File: src/rtl/spi_cmd_sched_if.sv
// Bundles the SPI-slave byte handshake, requester bus and scheduler status
// into one interface. The scheduler takes the slave modport; whoever drives
// the SPI slave and the requesters takes the master modport.
interface spi_cmd_sched_if #(
    parameter int N_REQ = 4
);
    logic                 i_RX_DV;
    logic [7:0]           i_RX_Byte;
    logic                 i_CS_n;
    logic [N_REQ-1:0]     i_Req;
    logic [8*N_REQ-1:0]   i_Req_Data;
    logic [N_REQ-1:0]     o_Grant;
    logic                 o_TX_DV;
    logic [7:0]           o_TX_Byte;
    logic                 o_Fsm_Signal;
    logic                 o_Fsm_Strobe;
    logic                 o_Err;
    logic                 o_Busy;

    modport slave (
        input  i_RX_DV, i_RX_Byte, i_CS_n, i_Req, i_Req_Data,
        output o_Grant, o_TX_DV, o_TX_Byte, o_Fsm_Signal, o_Fsm_Strobe, o_Err, o_Busy
    );

    modport master (
        output i_RX_DV, i_RX_Byte, i_CS_n, i_Req, i_Req_Data,
        input  o_Grant, o_TX_DV, o_TX_Byte, o_Fsm_Signal, o_Fsm_Strobe, o_Err, o_Busy
    );
endinterface

File: src/rtl/spi_cmd_sched.sv
// SPI command scheduler: decodes bytes received by an SPI slave, loads the
// next MISO byte (requester data, status or error marker), drives a single
// FSM input bit, and grants requesters once their byte has been shifted out.
module spi_cmd_sched #(
    parameter int N_REQ   = 4,
    parameter int TIMEOUT = 255
) (
    input  logic             i_Clk,
    input  logic             i_Rst,
    spi_cmd_sched_if.slave   bus
);
    localparam int PW = (N_REQ > 1) ? $clog2(N_REQ) : 1;
    localparam int CW = $clog2(TIMEOUT + 1);

    typedef enum logic [1:0] {IDLE, DECODE, LOAD, WAIT_SHIFT} state_t;

    state_t            state;
    logic [7:0]        cmd;
    logic [PW-1:0]     ptr;
    logic [CW-1:0]     cnt;
    logic              pend;
    logic [PW-1:0]     pend_idx;
    logic              cs_prev;
    logic              tx_dv;
    logic [7:0]        tx_byte;
    logic              fsm_sig;
    logic              fsm_stb;
    logic              err;
    logic              pick_found;
    logic [PW-1:0]     pick_idx;
    logic [N_REQ-1:0]  grant;
    logic [2:0]        k;

    // Round-robin search starting at the pointer; returns {found, index}.
    function automatic logic [PW:0] rr_pick(input logic [N_REQ-1:0] req, input logic [PW-1:0] start);
        logic          found;
        logic [PW-1:0] win;
        found = 1'b0;
        win   = '0;
        for (int i = 0; i < N_REQ; i++) begin
            int j;
            j = (int'(start) + i) % N_REQ;
            if (!found && req[j]) begin
                found = 1'b1;
                win   = PW'(j);
            end
        end
        return {found, win};
    endfunction

    // Requests folded into four bits; requesters 3 and above share bit 3.
    function automatic logic [3:0] status_nib(input logic [N_REQ-1:0] req);
        logic [3:0] nib;
        nib = '0;
        for (int i = 0; i < N_REQ; i++) begin
            if (i < 3) nib[i] = nib[i] | req[i];
            else       nib[3] = nib[3] | req[i];
        end
        return nib;
    endfunction

    function automatic logic [PW-1:0] next_ptr(input int idx);
        return PW'((idx + 1) % N_REQ);
    endfunction

    assign k = cmd[2:0];

    // Poll winner for the current pointer and request vector.
    always_comb begin
        {pick_found, pick_idx} = rr_pick(bus.i_Req, ptr);
    end

    // Grant fires in the same cycle the master clocks in the next byte.
    always_comb begin
        grant = '0;
        if (state == WAIT_SHIFT && bus.i_RX_DV && !bus.i_CS_n && pend)
            grant[pend_idx] = 1'b1;
    end

    // Command FSM with registered TX/FSM/error outputs.
    always_ff @(posedge i_Clk or posedge i_Rst) begin
        if (i_Rst) begin
            state    <= IDLE;
            cmd      <= '0;
            ptr      <= '0;
            cnt      <= '0;
            pend     <= 1'b0;
            pend_idx <= '0;
            cs_prev  <= 1'b1;
            tx_dv    <= 1'b0;
            tx_byte  <= '0;
            fsm_sig  <= 1'b0;
            fsm_stb  <= 1'b0;
            err      <= 1'b0;
        end else begin
            tx_dv   <= 1'b0;
            fsm_stb <= 1'b0;
            cs_prev <= bus.i_CS_n;
            case (state)
                IDLE: begin
                    if (bus.i_RX_DV) begin
                        cmd   <= bus.i_RX_Byte;
                        state <= DECODE;
                    end
                end
                DECODE: begin
                    state <= LOAD;
                    pend  <= 1'b0;
                    if (cmd[7:1] == 7'd0) begin
                        fsm_sig <= cmd[0];
                        fsm_stb <= 1'b1;
                    end else if (cmd == 8'hFF) begin
                        tx_dv    <= 1'b1;
                        tx_byte  <= pick_found ? bus.i_Req_Data[8*int'(pick_idx) +: 8] : 8'h00;
                        pend     <= pick_found;
                        pend_idx <= pick_idx;
                    end else if (cmd == 8'hFE) begin
                        tx_dv   <= 1'b1;
                        tx_byte <= {err, 3'b000, status_nib(bus.i_Req)};
                        err     <= 1'b0;
                    end else if (cmd[7:3] == 5'b11000 && int'(k) < N_REQ) begin
                        tx_dv    <= 1'b1;
                        tx_byte  <= bus.i_Req_Data[8*int'(k) +: 8];
                        pend     <= bus.i_Req[k];
                        pend_idx <= PW'(k);
                        ptr      <= next_ptr(int'(k));
                    end else begin
                        tx_dv   <= 1'b1;
                        tx_byte <= 8'hEE;
                        err     <= 1'b1;
                    end
                    // A byte arriving mid-command is lost; flag it even over a status clear.
                    if (bus.i_RX_DV) err <= 1'b1;
                end
                LOAD: begin
                    if (bus.i_RX_DV) err <= 1'b1;
                    cnt   <= '0;
                    state <= (cmd[7:1] == 7'd0) ? IDLE : WAIT_SHIFT;
                end
                WAIT_SHIFT: begin
                    if (bus.i_RX_DV) begin
                        if (!bus.i_CS_n && pend) ptr <= next_ptr(int'(pend_idx));
                        pend  <= 1'b0;
                        cmd   <= bus.i_RX_Byte;
                        state <= DECODE;
                    end else if (bus.i_CS_n && !cs_prev) begin
                        pend  <= 1'b0;
                        state <= IDLE;
                    end else if (!bus.i_CS_n) begin
                        if (cnt == CW'(TIMEOUT - 1)) begin
                            pend  <= 1'b0;
                            err   <= 1'b1;
                            state <= IDLE;
                        end else begin
                            cnt <= cnt + 1'b1;
                        end
                    end
                end
                default: state <= IDLE;
            endcase
        end
    end

    assign bus.o_Grant      = grant;
    assign bus.o_TX_DV      = tx_dv;
    assign bus.o_TX_Byte    = tx_byte;
    assign bus.o_Fsm_Signal = fsm_sig;
    assign bus.o_Fsm_Strobe = fsm_stb;
    assign bus.o_Err        = err;
    assign bus.o_Busy       = (state != IDLE);
endmodule

File: src/flat_wrapper.sv
// flat-port wrapper written by rule: the top's interface ports become plain ports
module spi_cmd_sched_flat 
#(
    parameter int N_REQ   = 4,
    parameter int TIMEOUT = 255
)
  (i_Clk, i_Rst, bus_i_RX_DV, bus_i_RX_Byte, bus_i_CS_n, bus_i_Req, bus_i_Req_Data, bus_o_Grant, bus_o_TX_DV, bus_o_TX_Byte, bus_o_Fsm_Signal, bus_o_Fsm_Strobe, bus_o_Err, bus_o_Busy);
  spi_cmd_sched_if #(.N_REQ(N_REQ)) bus_i ();
  input  logic i_Clk;
  input  logic i_Rst;
  input wire logic [$bits(bus_i.i_RX_DV)-1:0] bus_i_RX_DV;
  input wire logic [$bits(bus_i.i_RX_Byte)-1:0] bus_i_RX_Byte;
  input wire logic [$bits(bus_i.i_CS_n)-1:0] bus_i_CS_n;
  input wire logic [$bits(bus_i.i_Req)-1:0] bus_i_Req;
  input wire logic [$bits(bus_i.i_Req_Data)-1:0] bus_i_Req_Data;
  output wire logic [$bits(bus_i.o_Grant)-1:0] bus_o_Grant;
  output wire logic [$bits(bus_i.o_TX_DV)-1:0] bus_o_TX_DV;
  output wire logic [$bits(bus_i.o_TX_Byte)-1:0] bus_o_TX_Byte;
  output wire logic [$bits(bus_i.o_Fsm_Signal)-1:0] bus_o_Fsm_Signal;
  output wire logic [$bits(bus_i.o_Fsm_Strobe)-1:0] bus_o_Fsm_Strobe;
  output wire logic [$bits(bus_i.o_Err)-1:0] bus_o_Err;
  output wire logic [$bits(bus_i.o_Busy)-1:0] bus_o_Busy;
  assign bus_i.i_RX_DV = bus_i_RX_DV;
  assign bus_i.i_RX_Byte = bus_i_RX_Byte;
  assign bus_i.i_CS_n = bus_i_CS_n;
  assign bus_i.i_Req = bus_i_Req;
  assign bus_i.i_Req_Data = bus_i_Req_Data;
  assign bus_o_Grant = bus_i.o_Grant;
  assign bus_o_TX_DV = bus_i.o_TX_DV;
  assign bus_o_TX_Byte = bus_i.o_TX_Byte;
  assign bus_o_Fsm_Signal = bus_i.o_Fsm_Signal;
  assign bus_o_Fsm_Strobe = bus_i.o_Fsm_Strobe;
  assign bus_o_Err = bus_i.o_Err;
  assign bus_o_Busy = bus_i.o_Busy;
  spi_cmd_sched #(.N_REQ(N_REQ), .TIMEOUT(TIMEOUT)) u_core (.i_Clk(i_Clk), .i_Rst(i_Rst), .bus(bus_i));
endmodule
File: config.mk
export PLATFORM = sky130hd
export DESIGN_NAME = spi_cmd_sched_flat
export DESIGN_NICKNAME = d
export VERILOG_FILES = /design/src/rtl/spi_cmd_sched_if.sv /design/src/rtl/spi_cmd_sched.sv /design/src/flat_wrapper.sv
export SDC_FILE = /design/constraint.sdc
export NUM_CORES = 1
export LEC_CHECK = 0
export BUFFER_PORTS_ARGS = -buffer_cell sky130_fd_sc_hd__buf_4
export CORE_ASPECT_RATIO = 1.75
export CORE_MARGIN = 5
export CORE_UTILIZATION = 38
export DETAILED_ROUTE_END_ITERATION = 16
export GPL_ROUTABILITY_DRIVEN = 0
export PLACE_DENSITY = 0.6
export SYNTH_ARGS = -nofsm -noshare
export SYNTH_HDL_FRONTEND = slang
export SYNTH_SLANG_ARGS = --single-unit
File: constraint.sdc
create_clock -name i_Clk -period 2.2 [get_ports i_Clk]
set_clock_uncertainty 0.1 [all_clocks]
set_input_delay 0.33 -clock i_Clk [delete_from_list [all_inputs] [get_ports i_Clk]]
set_output_delay 0.33 -clock i_Clk [all_outputs]
set_load 0.005 [all_outputs]
# After elaboration in Yosys (flattened, before gate mapping)
# Index checks and enable logic that the tools add are counted.
[word_totals] register_bits=36 latchBits=0 ram_bits=0 romBits=0 input_bits=48 out_inout_bits=17 word_cells=172 mem_count=0
[classes] add_sub_neg=6 multipliers=0 div=0 magnitude_cmp=8 n_eq_ne=26 shift=2 mux=78 bitwise_logic=5 n_reduce_logical=35
[op_table] op="8-bit 2-to-1 mux" n=8
[op_table] op="1-bit 2-to-1 mux" n=39
[op_table] op="2-bit 2-to-1 mux" n=19
[op_table] op="32-bit by 6-bit indexed part select with 8-bit output" n=1
[op_table] op="32-bit by 7-bit indexed part select with 8-bit output" n=1
[op_table] op="8-bit == test (second input constant)" n=3
[op_table] op="2-bit != test (second input constant)" n=12
[op_table] op="8-bit case mux with 2 select lines" n=1
[op_table] op="3-bit by 4-bit < comparator with 1-bit output (second input constant)" n=3
[op_table] op="1-bit binary-select mux with 2-bit select" n=5
[op_table] op="1-bit logical AND" n=10
[op_table] op="9-bit AND reduction" n=1
[op_table] op="8-bit by 1-bit adder with 8-bit output (second input constant)" n=1
[op_table] op="4-bit != test (second input constant)" n=2
[op_table] op="2-bit case mux with 4 select lines" n=1
[op_table] op="2-bit nonzero test" n=4
[op_table] op="2-bit OR reduction" n=4
[op_table] op="7-bit zero test" n=1
[op_table] op="7-bit AND reduction" n=1
[op_table] op="2-bit by 1-bit adder with 2-bit output (second input constant)" n=3
[op_table] op="2-bit by 3-bit < comparator with 1-bit output (second input constant)" n=2
[op_table] op="3-bit < comparator (second input constant)" n=2
[op_table] op="3-bit != test (second input constant)" n=2
[op_table] op="2-bit AND reduction" n=3
[op_table] op="other kinds (21)" n=31

# Logic depth before layout (Yosys ltp)
# Gate-level depths: netlist of the first run.
[logic_depth] depth_word=17 mapped_depth=9 ltp_nobuf=8

# Worst setup path after synthesis of the first run
# Ideal clock, no wire load.
[synth_timing] path_kind="reg2reg" from="reg u_core.state[0]" to="reg u_core.cnt[7]" setup_time_ps=130 t_arrival_ps=1657 required_time_ps=1970 setup_slack_ps=313 path_stages_with_launch=9 n_path_buf=1 period_less_slack_ps=1887 cell_sequence="dfrtp_1 inv_1 ha_1 nor2b_1 buf_1 o2111a_1 nor2b_1 xnor2_1 nor2_1"
[synth_between] elab_chain_cells=3 word_cells_on_any_way=9 classes_between="6 x eq/ne; 1 x mux; 2 x reduce/logical"
[synth_lines] element="from (decl)" line="spi_cmd_sched.sv:17" rtl="state_t state;"
[synth_lines] element="from (signal assigned)" line="spi_cmd_sched.sv:138" rtl="state <= (cmd[7:1] == 7'd0) ? IDLE : WAIT_SHIFT;"
[synth_lines] element="2-bit == test" line="spi_cmd_sched.sv:99" rtl="case (state)"
[synth_lines] element="2-bit != test (no line) or 2-bit nonzero test (tied branches)"
[synth_lines] element="5-bit AND reduction (no line)"
[synth_lines] element="to (signal assigned)" line="spi_cmd_sched.sv:155" rtl="cnt <= cnt + 1'b1;"
[synth_lines] element="to (decl)" line="spi_cmd_sched.sv:20" rtl="logic [CW-1:0] cnt;"
# Parallel ways exist; a longest one is shown, timed or not.
# A chain may end at the register's enable or synchronous reset.

# Final worst setup path of the first run
[layout_timing] from="reg u_core.state[1]" to="out bus_o_Grant[1]"
[layout_between] elab_chain_cells=5
[layout_lines] element="2-bit == test" line="spi_cmd_sched.sv:76" rtl="if (state == WAIT_SHIFT && bus.i_RX_DV && !bus.i_CS_n && pend)"
[layout_lines] element="1-bit logical AND (3 in a row)" line="spi_cmd_sched.sv:76"
[layout_lines] element="4-bit 2-to-1 mux" line="spi_cmd_sched.sv:76"
[layout_lines] element="to (decl)" line="flat_wrapper.sv:16" rtl="output wire logic [$bits(bus_i.o_Grant)-1:0] bus_o_Grant;"
# No other way between the ends.

==> summary.md, run 1 <==
| Metric | Value |
|---|---|
| Status | `complete, no violations` |
| Fmax | `488.2 MHz` |
| Die area | `0.008391 mm^2` |
| Worst rel slew slack | `0.6335` |
| Yosys warning count | `0` |
| Share of the synthesized area in the top cell type | `0.3491` |
| DRC | `0` |
| Buf/Inv on CP | `2` |
| Hold crit path type | `in -> async` |
| RSZ-0062 raised after global routing | `false` |
| Post-CTS sizing | `0` |
| Vias | `2,178` |
| Synthesized area | `0.002509 mm^2` |
| CP endpoint kind | `primary output` |
| Final Non-Filler Cells | `403` |
| Least-Margin Pin Slew | `0.5447 ns` |
| FP Rows | `39` |
| Seq/Total Area, Yosys | `0.3596` |
| CTS sink cnt | `36` |
| Distinct cells, synth | `55` |
| DP HPWL | `5.210 mm` |
| # port buffers | `between 60 and 70` |
| Overall overflow remaining after global route | `0` |
| Max cap viols | `0` |
| PD cells | `1070 mW/mm^2` |
| Post-synth EDFFs | `0` |
| First-pass GRT wire length | `10.99 mm` |
| FFs w/ async S/R, synth | `1.000` |
| R2R depth | `6` |
| Routed WL per cell | `about 17 um` |
| Critical Path AT | `1.62 ns` |
| Critical-path cell list | `ha_2, buf_4, nand2_1, nor3b_1, buf_4` |
| Root Driver | `clkbuf_16` |
| Crit-path slowest cell | `dfrtp_1` |
| Post-route setup TNS | `0 ns` |
| Area delta synth->final | `29.23%` |
| DIE HEIGHT | `117.5 um` |
| Most common flop cell mapped by yosys | `dfrtp_1` |
| Final hold slack | `0.06625 ns` |
| Tcrit/Tclk final | `0.9311` |
| Hold Vio Cnt, Final | `0` |
| Synthesis-stage register bit count | `36` |
| Crit start category | `register` |
| Share of cells above drive strength 1 | `0.3583` |
| Most frequent CP cell | `buf_4` |
| Gate Count Post-Synth | `around 250` |
| Fillcell total | `636` |
| Via density per instance | `5.404` |
| Mapped Nets | `303` |
| Number of cells on the critical path | `5` |
| Worst-path clk slew | `0.05 ns` |
| Hold_buf cts | `0` |
| Number of global-route vias before repair | `2,286` |
| Antenna Nets Post-Route | `0` |
| Slew Limit Fails | `0` |
| Core ar. | `0.006490 mm^2` |
| Max Fanout on Critical Path | `8` |
| Tot GR Track Use | `0.1654` |
| Static Leak | `roughly 1.5 nW` |
| Clock latency on the worst-skew pair | `0.28 ns` |
| Avg Cell Area, Syn | `approximately 10 um^2` |
| Critical path class | `reg -> out` |
| Die Wd | `71.42 um` |
| CTS Buf Count | `5` |
| Tmin final | `2.048 ns` |
| Overall Power | `about 3.5 mW` |
| Layout Nets | `about 380` |
| I/O pins | `65` |
| Family with the most delay on the worst path | `flip-flops` |
| CTS HTree Levels | `2` |
| Ant diodes | `0` |
| Antenna violations before repair | `0` |
| WL final | `6.676 mm` |
| Initial DRT Pass Iterations | `4` |
| CP peak stage delay | `0.42 ns` |
| Setup repair bufs after CTS | `0` |
| Placed cells | `395` |
| Largest net degree at the start of global routing | `37` |
| Worst Path Required | `1.77 ns` |
| Setup violators final | `0` |
| Maximum vdd drop | `0.0006724 V` |
| 1st-iter DRT viols | `around 120` |
| CTS max path bufs | `2` |
| Area leader, netlist | `dfrtp_1` |
| CTS tree | `yes` |
| Starting Density | `0.3865` |
| Area contributors post-synth | `dfrtp_1 (35%), mux2i_1 (6.8%), mux4_2 (5.4%)` |
[worst paths after layout]
path                       slack (ns)                                start                                   to
setup / recovery                 0.15          u_core.state[1]$_DFFE_PP0P_                       bus_o_Grant[1]
hold reg to reg                  0.41  u_core.bus.o_TX_Byte[4]$_DFFE_PP0P_  u_core.bus.o_TX_Byte[4]$_DFFE_PP0P_
hold / removal                   0.07                                i_Rst            u_core.cmd[4]$_DFFE_PP0P_
min in group i_Clk               0.09                           bus_i_CS_n             u_core.cs_prev$_DFF_PP1_
max in group asynchronous        1.57                                i_Rst             u_core.cs_prev$_DFF_PP1_
setup reg to reg                 0.24            u_core.cmd[2]$_DFFE_PP0P_         u_core.bus.o_Err$_DFFE_PP0P_
[report_power, final]
part	internal (mW)	switching (mW)
clock	0.452	0.269
sequential	0.855	0.175
combinational	0.866	0.852
[sequential cells by signal, summed over array words and instances, names as in the netlist]
register                 count
u_core.cs_prev               1
u_core.bus.o_TX_DV           1
u_core.ptr                   2
u_core.bus.o_Fsm_Signal      1
u_core.bus.o_Fsm_Strobe      1
u_core.pend                  1
u_core.cnt                   8
u_core.bus.o_TX_Byte         8
u_core.pend_idx              2
u_core.bus.o_Err             1
u_core.state                 2
u_core.cmd                   8
[layout by cell type, fill, tap and decap left out, drive strengths merged, types with 6 or more instances in the layout]
cell and count:
buf 78, dfrtp 35, o21ai 22, nor2 20, nand2 20, mux2i 17
a21oi 15, mux2 10, inv 10, mux4 9, clkbuf 8, o22a 7
ha 7, nor2b 6
[area by class of cell]
cell class | instances | area, um^2 | area share
clock buffer | 8 | 146.4 | 0.04516
inverter | 10 | 37.54 | 0.01158
multi-input combinational | 189 | 1468 | 0.4527
sequential | 36 | 902.1 | 0.2783
tap | 82 | 102.6 | 0.03165
timing repair buffer | 78 | 585.6 | 0.1806
[worst register-to-register path, delay by kind of cell, from the launching register on]
kind               cells  cell delay, ns
muxes                  1            0.34
DFF                    1            0.41
and+or+nand+nor        2            0.64
AOI/OAI and AO/OA      3            0.36
[metal layers]
layer | part of all wire | track usage | up-vias
met5 | 0 | 0 | -
met2 | 0.55 | 0.3047 | 49
met1 | 0.37 | 0.1739 | 1061
li1 | - | - | 1056
met4 | 0.029 | 0.07412 | 0
met3 | 0.049 | 0.03333 | 12
[Yosys cell counts (3+ instances only)]
master and instances:
xor2_1 5, and3_1 5, o21ai_1 7, nand2_1 19, clkbuf_1 5, mux4_2 6, clkbuf_8 3, o22a_1 7
nor3_1 4, o21ai_0 15, dfrtp_1 35, a21oi_1 15, nor2_1 20, nand2b_1 3, nand4_1 3, ha_1 7
o22ai_1 5, inv_1 9, mux2_2 10, mux2i_1 17, xnor2_1 3, nor2b_1 4
[metrics by stage]
stage	area [um^2]	util	worst slack, ns
after global placement	3093	0.4766	0.2032
after detailed placement	3093	0.4766	0.2127
after floorplan	2509	-	0.3132
after CTS	3239	0.4991	0.06075
after global routing	3242	0.4995	0.03652
final	3242	0.4995	0.1516
[cell families (layout without fill, tap and decap cells)]
logic type	Yosys count	after routing	share of synthesized area
adders and majority gates	7	7	0.03491
muxes	36	36	0.1975
DFF	36	36	0.3596
buffers and inverters	23	96	0.05636
and+or+nand+nor	75	75	0.1626
xor gates and xnor gates	8	8	0.02793
AOI/OAI and AO/OA	63	63	0.1611
No activity file was read; power rests on OpenSTA's default activity.
==> run 2, diff against run 1 <==
==> constraint.sdc (replaced) <==
create_clock -name i_Clk -period 2.6 [get_ports i_Clk]
set_clock_uncertainty 0.1 [all_clocks]
set_input_delay 0.39 -clock i_Clk [delete_from_list [all_inputs] [get_ports i_Clk]]
set_output_delay 0.39 -clock i_Clk [all_outputs]
set_load 0.005 [all_outputs]
==> summary.md, run 2 (synthesis gave the netlist of run 1 again) <==
| Metric | Value |
|---|---|
| Maximum vdd drop | `0.0003202 V (-52%)` |
| GRT busiest layer | `met2` |
| Area of the multi-input gates | `0.001465 mm^2 (-0.17%)` |
| Overall overflow remaining after global route | `0 (unchanged)` |
| CTS tree | `yes` |
| Fillcell total | `644 (+1.3%)` |
| Final hold slack | `0.1259 ns (+0.05970 ns)` |
| Tot GR Track Use | `0.1646 (-0.0008389)` |
| Via density per instance | `5.405 (about the same)` |
| Hold Vio Cnt, Final | `0 (unchanged)` |
| 1st-iter DRT viols | `67 (-43%)` |
| Max Fanout on Critical Path | `17 (+9)` |
| Dpl ws | `0.1386 ns (-0.07412 ns)` |
| Setup repair bufs after CTS | `0 (unchanged)` |
| Overall Power | `2.875 mW (-17%)` |
| Post-CTS sizing | `0 (unchanged)` |
| Hold_buf cts | `0 (unchanged)` |
| Least-Margin Pin Slew | `1.029 ns (+0.4841 ns)` |
| Initial DRT Pass Iterations | `5 (+1)` |
| Critical path class | `reg -> reg` |
| Static Leak | `1.432 nW (-1.5%)` |
| Fmax | `between 400 and 500 MHz` |
| Critical Path AT | `2.26 ns (+0.64 ns)` |
| Post-route setup slack | `0.3871 ns (+0.2356 ns)` |
| Crit start category | `register` |
| Seq. cell area | `902.1 um^2 (unchanged)` |
| CTS Buf Count | `5 (unchanged)` |
| Met2 Track Usage GR | `0.3088 (+0.004032)` |
| Starting Density | `0.3865 (unchanged)` |
| # port buffers | `64 (unchanged)` |
| DP HPWL | `5.198 mm (-0.22%)` |
| Clock latency on the worst-skew pair | `0.28 ns (about the same)` |
| CTS HTree Levels | `2 (unchanged)` |
| Worst rel slew slack | `0.3132 (-0.3203)` |
| Most frequent cells in the layout | `buf_4 (73), dfrtp_1 (35), nor2_1 (20)` |
| CTS max path bufs | `2 (unchanged)` |
| Root Driver | `clkbuf_16` |
| CTS sink cnt | `36 (unchanged)` |
| RSZ-0062 raised after global routing | `false` |
| Antenna violations before repair | `0 (unchanged)` |
| Status | `complete, no violations` |
| Routed WL per cell | `16.92 um (+2.1%)` |
| First-pass GRT wire length | `11.07 mm (+0.76%)` |
| Commonest non-fill, non-tap cell in the layout | `buf_4` |
| Met1 GRT Util | `0.1740 (about the same)` |
| CP endpoint kind | `register` |
| Setup violators final | `0 (unchanged)` |
| Antenna Nets Post-Route | `0 (unchanged)` |
| Core ar. | `0.006490 mm^2 (unchanged)` |
| Area delta synth->final | `27.63%` |
| Die Wd | `71.42 um (unchanged)` |
| Tmin final | `about 2.2 ns` |
| Die area | `0.008391 mm^2 (unchanged)` |
| Max cap viols | `0 (unchanged)` |
| DRC | `0 (unchanged)` |
| Number of global-route vias before repair | `2,296 (+0.44%)` |
| Finished layout cell area | `0.003202 mm^2 (-1.2%)` |
| Share of cells above drive strength 1 | `0.3449 (-0.01332)` |
| Tcrit/Tclk final | `0.8511` |
| Slew Limit Fails | `0 (unchanged)` |
| Hold crit path type | `in -> async` |
| DIE HEIGHT | `117.5 um (unchanged)` |
| WL final | `6.733 mm (+0.85%)` |
| FP Rows | `39 (unchanged)` |
| Routing usage on met3 | `0.02821 (-0.005128)` |
| Worst-path clk slew | `0.06 ns (about the same)` |
| Largest net degree at the start of global routing | `37 (unchanged)` |
| PD cells | `898.0 mW/mm^2 (-16%)` |
| Ant diodes | `0 (unchanged)` |
| Post-route setup TNS | `0 ns (unchanged)` |
| I/O pins | `65 (unchanged)` |
| Vias | `2,151 (-1.2%)` |
| Worst Path Required | `2.64 ns (+0.87 ns)` |
| Placed cell area | `0.003055 mm^2 (-1.2%)` |
| Layout Nets | `370 (-1.3%)` |
[run 2: cell types whose count changed in the layout (fill, tap and decap cells not counted)]
cell	previous run	this run
buf_4	78	73
ha_1	6	7
ha_2	1	0
[run 2: final timing paths]
kind                       slack [ns]  depth (start not counted)                      start                             endpoint
min in group i_Clk               0.15                          1                 bus_i_CS_n             u_core.cs_prev$_DFF_PP1_
max in group asynchronous        1.91                          3                      i_Rst             u_core.cs_prev$_DFF_PP1_
setup / recovery                 0.39                          6  u_core.ptr[0]$_DFFE_PP0P_  u_core.bus.o_TX_Byte[0]$_DFFE_PP0P_
setup reg to reg                 0.39                          6  u_core.ptr[0]$_DFFE_PP0P_  u_core.bus.o_TX_Byte[0]$_DFFE_PP0P_
hold / removal                   0.13                          3                      i_Rst            u_core.cmd[3]$_DFFE_PP0P_
hold reg to reg                  0.40                          2    u_core.pend$_DFFE_PP0P_              u_core.pend$_DFFE_PP0P_
[run 2: where the power goes]
part           internal [mW]  switching (mW)  total [mW]
Sequential             0.723           0.182       0.905
Clock                  0.382           0.230       0.613
Combinational          0.687           0.670        1.36
Total                   1.79            1.08        2.88
[run 2: metal layers]
layer	part of all wire	routed length [um]
met1	0.37	2499
met2	0.56	3769
met3	0.047	319
met4	0.022	145
met5	0	0
[run 2: critical path, stage by stage (launching register included)]
cell,delay [ns]
dfrtp_1,0.39
inv_1,0.07
a21oi_1,0.11
o32a_1,0.84
mux2i_1,0.27
o22a_1,0.17
a41oi_2,0.11
[run 2: final cells by class]
| type | instances | share of cell area |
|---|---|---|
| clock buffers | 8 | 0.04572 |
| inverters | 10 | 0.01172 |
| multi-input cells | 189 | 0.4576 |
| flip-flops and latches | 36 | 0.2818 |
| well taps | 82 | 0.03204 |
| repair buffers | 73 | 0.1712 |
[run 2: through the flow]
step,util,cells
floorplan,-,248
global placement,0.4708,390
detailed placement,0.4708,390
CTS,0.4933,398
global route,0.4933,398
finish,0.4933,398
==> run 3, diff against run 2 <==
==> constraint.sdc (replaced) <==
create_clock -name i_Clk -period 2.6 [get_ports i_Clk]
set_clock_uncertainty 0.1 [all_clocks]
set_input_delay 0.78 -clock i_Clk [delete_from_list [all_inputs] [get_ports i_Clk]]
set_output_delay 0.78 -clock i_Clk [all_outputs]
set_load 0.005 [all_outputs]
==> summary.md, run 3 (synthesis gave the netlist of run 1 again) <==
| Metric | Value |
|---|---|
| Status | `complete, no violations` |
| Hold Vio Cnt, Final | `0 (unchanged)` |
| DP HPWL | `5.106 mm (-1.8%)` |
| Commonest non-fill, non-tap cell in the layout | `buf_4` |
| Hold_buf cts | `0 (unchanged)` |
| Worst-path clk slew | `0.06 ns (about the same)` |
| CTS HTree Levels | `2 (unchanged)` |
| Overall overflow remaining after global route | `0 (unchanged)` |
| Initial DRT Pass Iterations | `4 (-1)` |
| RSZ-0062 raised after global routing | `false` |
| Fmax | `423.1 MHz (-6.4%)` |
| Antenna Nets Post-Route | `0 (unchanged)` |
| Final Non-Filler Cells | `400 (+0.50%)` |
| Area delta synth->final | `28.53%` |
| DRC | `0 (unchanged)` |
| R2R depth | `7 (+1)` |
| Setup repair bufs after CTS | `0 (unchanged)` |
| Vias | `2,154 (+0.14%)` |
| Routed WL per cell | `16.63 um (-1.7%)` |
| Number of global-route vias before repair | `2,229 (-2.9%)` |
| WHS Path Cells | `2` |
| Starting Density | `0.3865 (unchanged)` |
| Tot GR Track Use | `0.1659 (+0.001303)` |
| Crit start category | `input port` |
| CTS max path bufs | `2 (unchanged)` |
| Least-Margin Pin Slew | `0.4861 ns (-0.5426 ns)` |
| # port buffers | `64 (unchanged)` |
| Setup violators final | `0 (unchanged)` |
| Placed cells | `393 (+0.77%)` |
| CTS Buf Count | `5 (unchanged)` |
| Antenna violations before repair | `0 (unchanged)` |
| Critical path class | `in -> out` |
| Placed cell area | `0.003090 mm^2 (+1.1%)` |
| Critical Path AT | `1.48 ns (-0.78 ns)` |
| Hold crit path type | `reg -> reg` |
| Max cap viols | `0 (unchanged)` |
| Ant diodes | `0 (unchanged)` |
| Finished layout cell area | `0.003224 mm^2 (+0.70%)` |
| Final hold slack | `0.4116 ns (+0.2857 ns)` |
| Max Fanout on Critical Path | `4 (-13)` |
| Clock latency on the worst-skew pair | `0.28 ns (about the same)` |
| I/O pins | `65 (unchanged)` |
| 1st-iter DRT viols | `89 (+33%)` |
| Share of cells above drive strength 1 | `0.3522 (+0.007265)` |
| Maximum vdd drop | `0.0004585 V (+43%)` |
| WL final | `6.651 mm (-1.2%)` |
| FP Rows | `39 (unchanged)` |
| Die Wd | `71.42 um (unchanged)` |
| Static Leak | `1.447 nW (+1.0%)` |
| DIE HEIGHT | `117.5 um (unchanged)` |
| Layout Nets | `373 (+0.81%)` |
| Worst Path Required | `1.72 ns (-0.92 ns)` |
| Worst rel slew slack | `0.6729 (+0.3597)` |
| CP endpoint kind | `primary output` |
| Root Driver | `clkbuf_16` |
| First-pass GRT wire length | `11.07 mm (about the same)` |
| Via density per instance | `5.385 (-0.36%)` |
| CTS tree | `yes` |
| Overall Power | `2.857 mW (-0.62%)` |
| Tcrit/Tclk final | `0.9091 (+0.05798)` |
| Largest net degree at the start of global routing | `37 (unchanged)` |
| Core ar. | `0.006490 mm^2 (unchanged)` |
| PD cells | `886.2 mW/mm^2 (-1.3%)` |
| Most frequent cells in the layout | `buf_4 (75), dfrtp_1 (35), nor2_1 (20)` |
| Slew Limit Fails | `0 (unchanged)` |
| Die area | `0.008391 mm^2 (unchanged)` |
| CTS sink cnt | `36 (unchanged)` |
| Tmin final | `2.364 ns (+0.1508 ns)` |
| Post-CTS sizing | `0 (unchanged)` |
| Post-route setup TNS | `0 ns (unchanged)` |
run 3: cell count changes in the layout (fill, tap and decap cells not counted), sizes merged:
| cell | before | now |
|---|---|---|
| clkbuf | 8 | 6 |
| clkinv | 0 | 1 |
| buf | 73 | 76 |
run 3: final cells by class:
| class | instances | area (um^2) |
|---|---|---|
| fillers | 648 | 3266 |
| multi-input cells | 189 | 1465 |
| clock inverters | 1 | 5.005 |
| flip-flops and latches | 36 | 902.1 |
| inverters | 10 | 37.54 |
| clock buffers | 6 | 128.9 |
| well taps | 82 | 102.6 |
| repair buffers | 76 | 583.1 |
run 3: path summary, 6_finish.rpt:
path / startpoint / end / slack [ns]
worst max-delay path: bus_i_RX_DV / bus_o_Grant[2] / 0.24
worst min-delay path: u_core.pend$_DFFE_PP0P_ / u_core.pend$_DFFE_PP0P_ / 0.41
worst max register to register: u_core.cmd[2]$_DFFE_PP0P_ / u_core.bus.o_TX_Byte[4]$_DFFE_PP0P_ / 0.52
worst min register to register: u_core.pend$_DFFE_PP0P_ / u_core.pend$_DFFE_PP0P_ / 0.41
max in group asynchronous: i_Rst / u_core.cs_prev$_DFF_PP1_ / 1.53
min in group asynchronous: i_Rst / u_core.cmd[1]$_DFFE_PP0P_ / 0.51
run 3: power by group:
group / switching, mW / total, mW / leakage [nW] / internal (mW)
combinational: 0.704 / 1.41 / 0.951 / 0.707
clock: 0.219 / 0.567 / 0.0667 / 0.348
sequential: 0.155 / 0.879 / 0.429 / 0.724
run 3: per-stage QoR:
stage	utilization	worst slack, ns
2_1_floorplan	-	0.2115
3_3_place_gp	0.4762	0.2364
3_5_place_dp	0.4762	0.2116
4_1_cts	0.4968	0.2218
5_1_grt	0.4968	0.1173
6_report	0.4968	0.2364
run 3: worst max-delay path, stage by stage:
cell and delay (ns):
buf_4 0.10, nand2_1 0.06, nor2_1 0.08, nand2_1 0.11
nor3b_1 0.21, buf_4 0.14
run 3: per-layer routing:
| layer | routed length (um) | GRT usage |
|---|---|---|
| met5 | 0 | 0 |
| met2 | 3656 | 0.2972 |
| met4 | 74 | 0.05294 |
| met3 | 309 | 0.03077 |
| met1 | 2611 | 0.1938 |
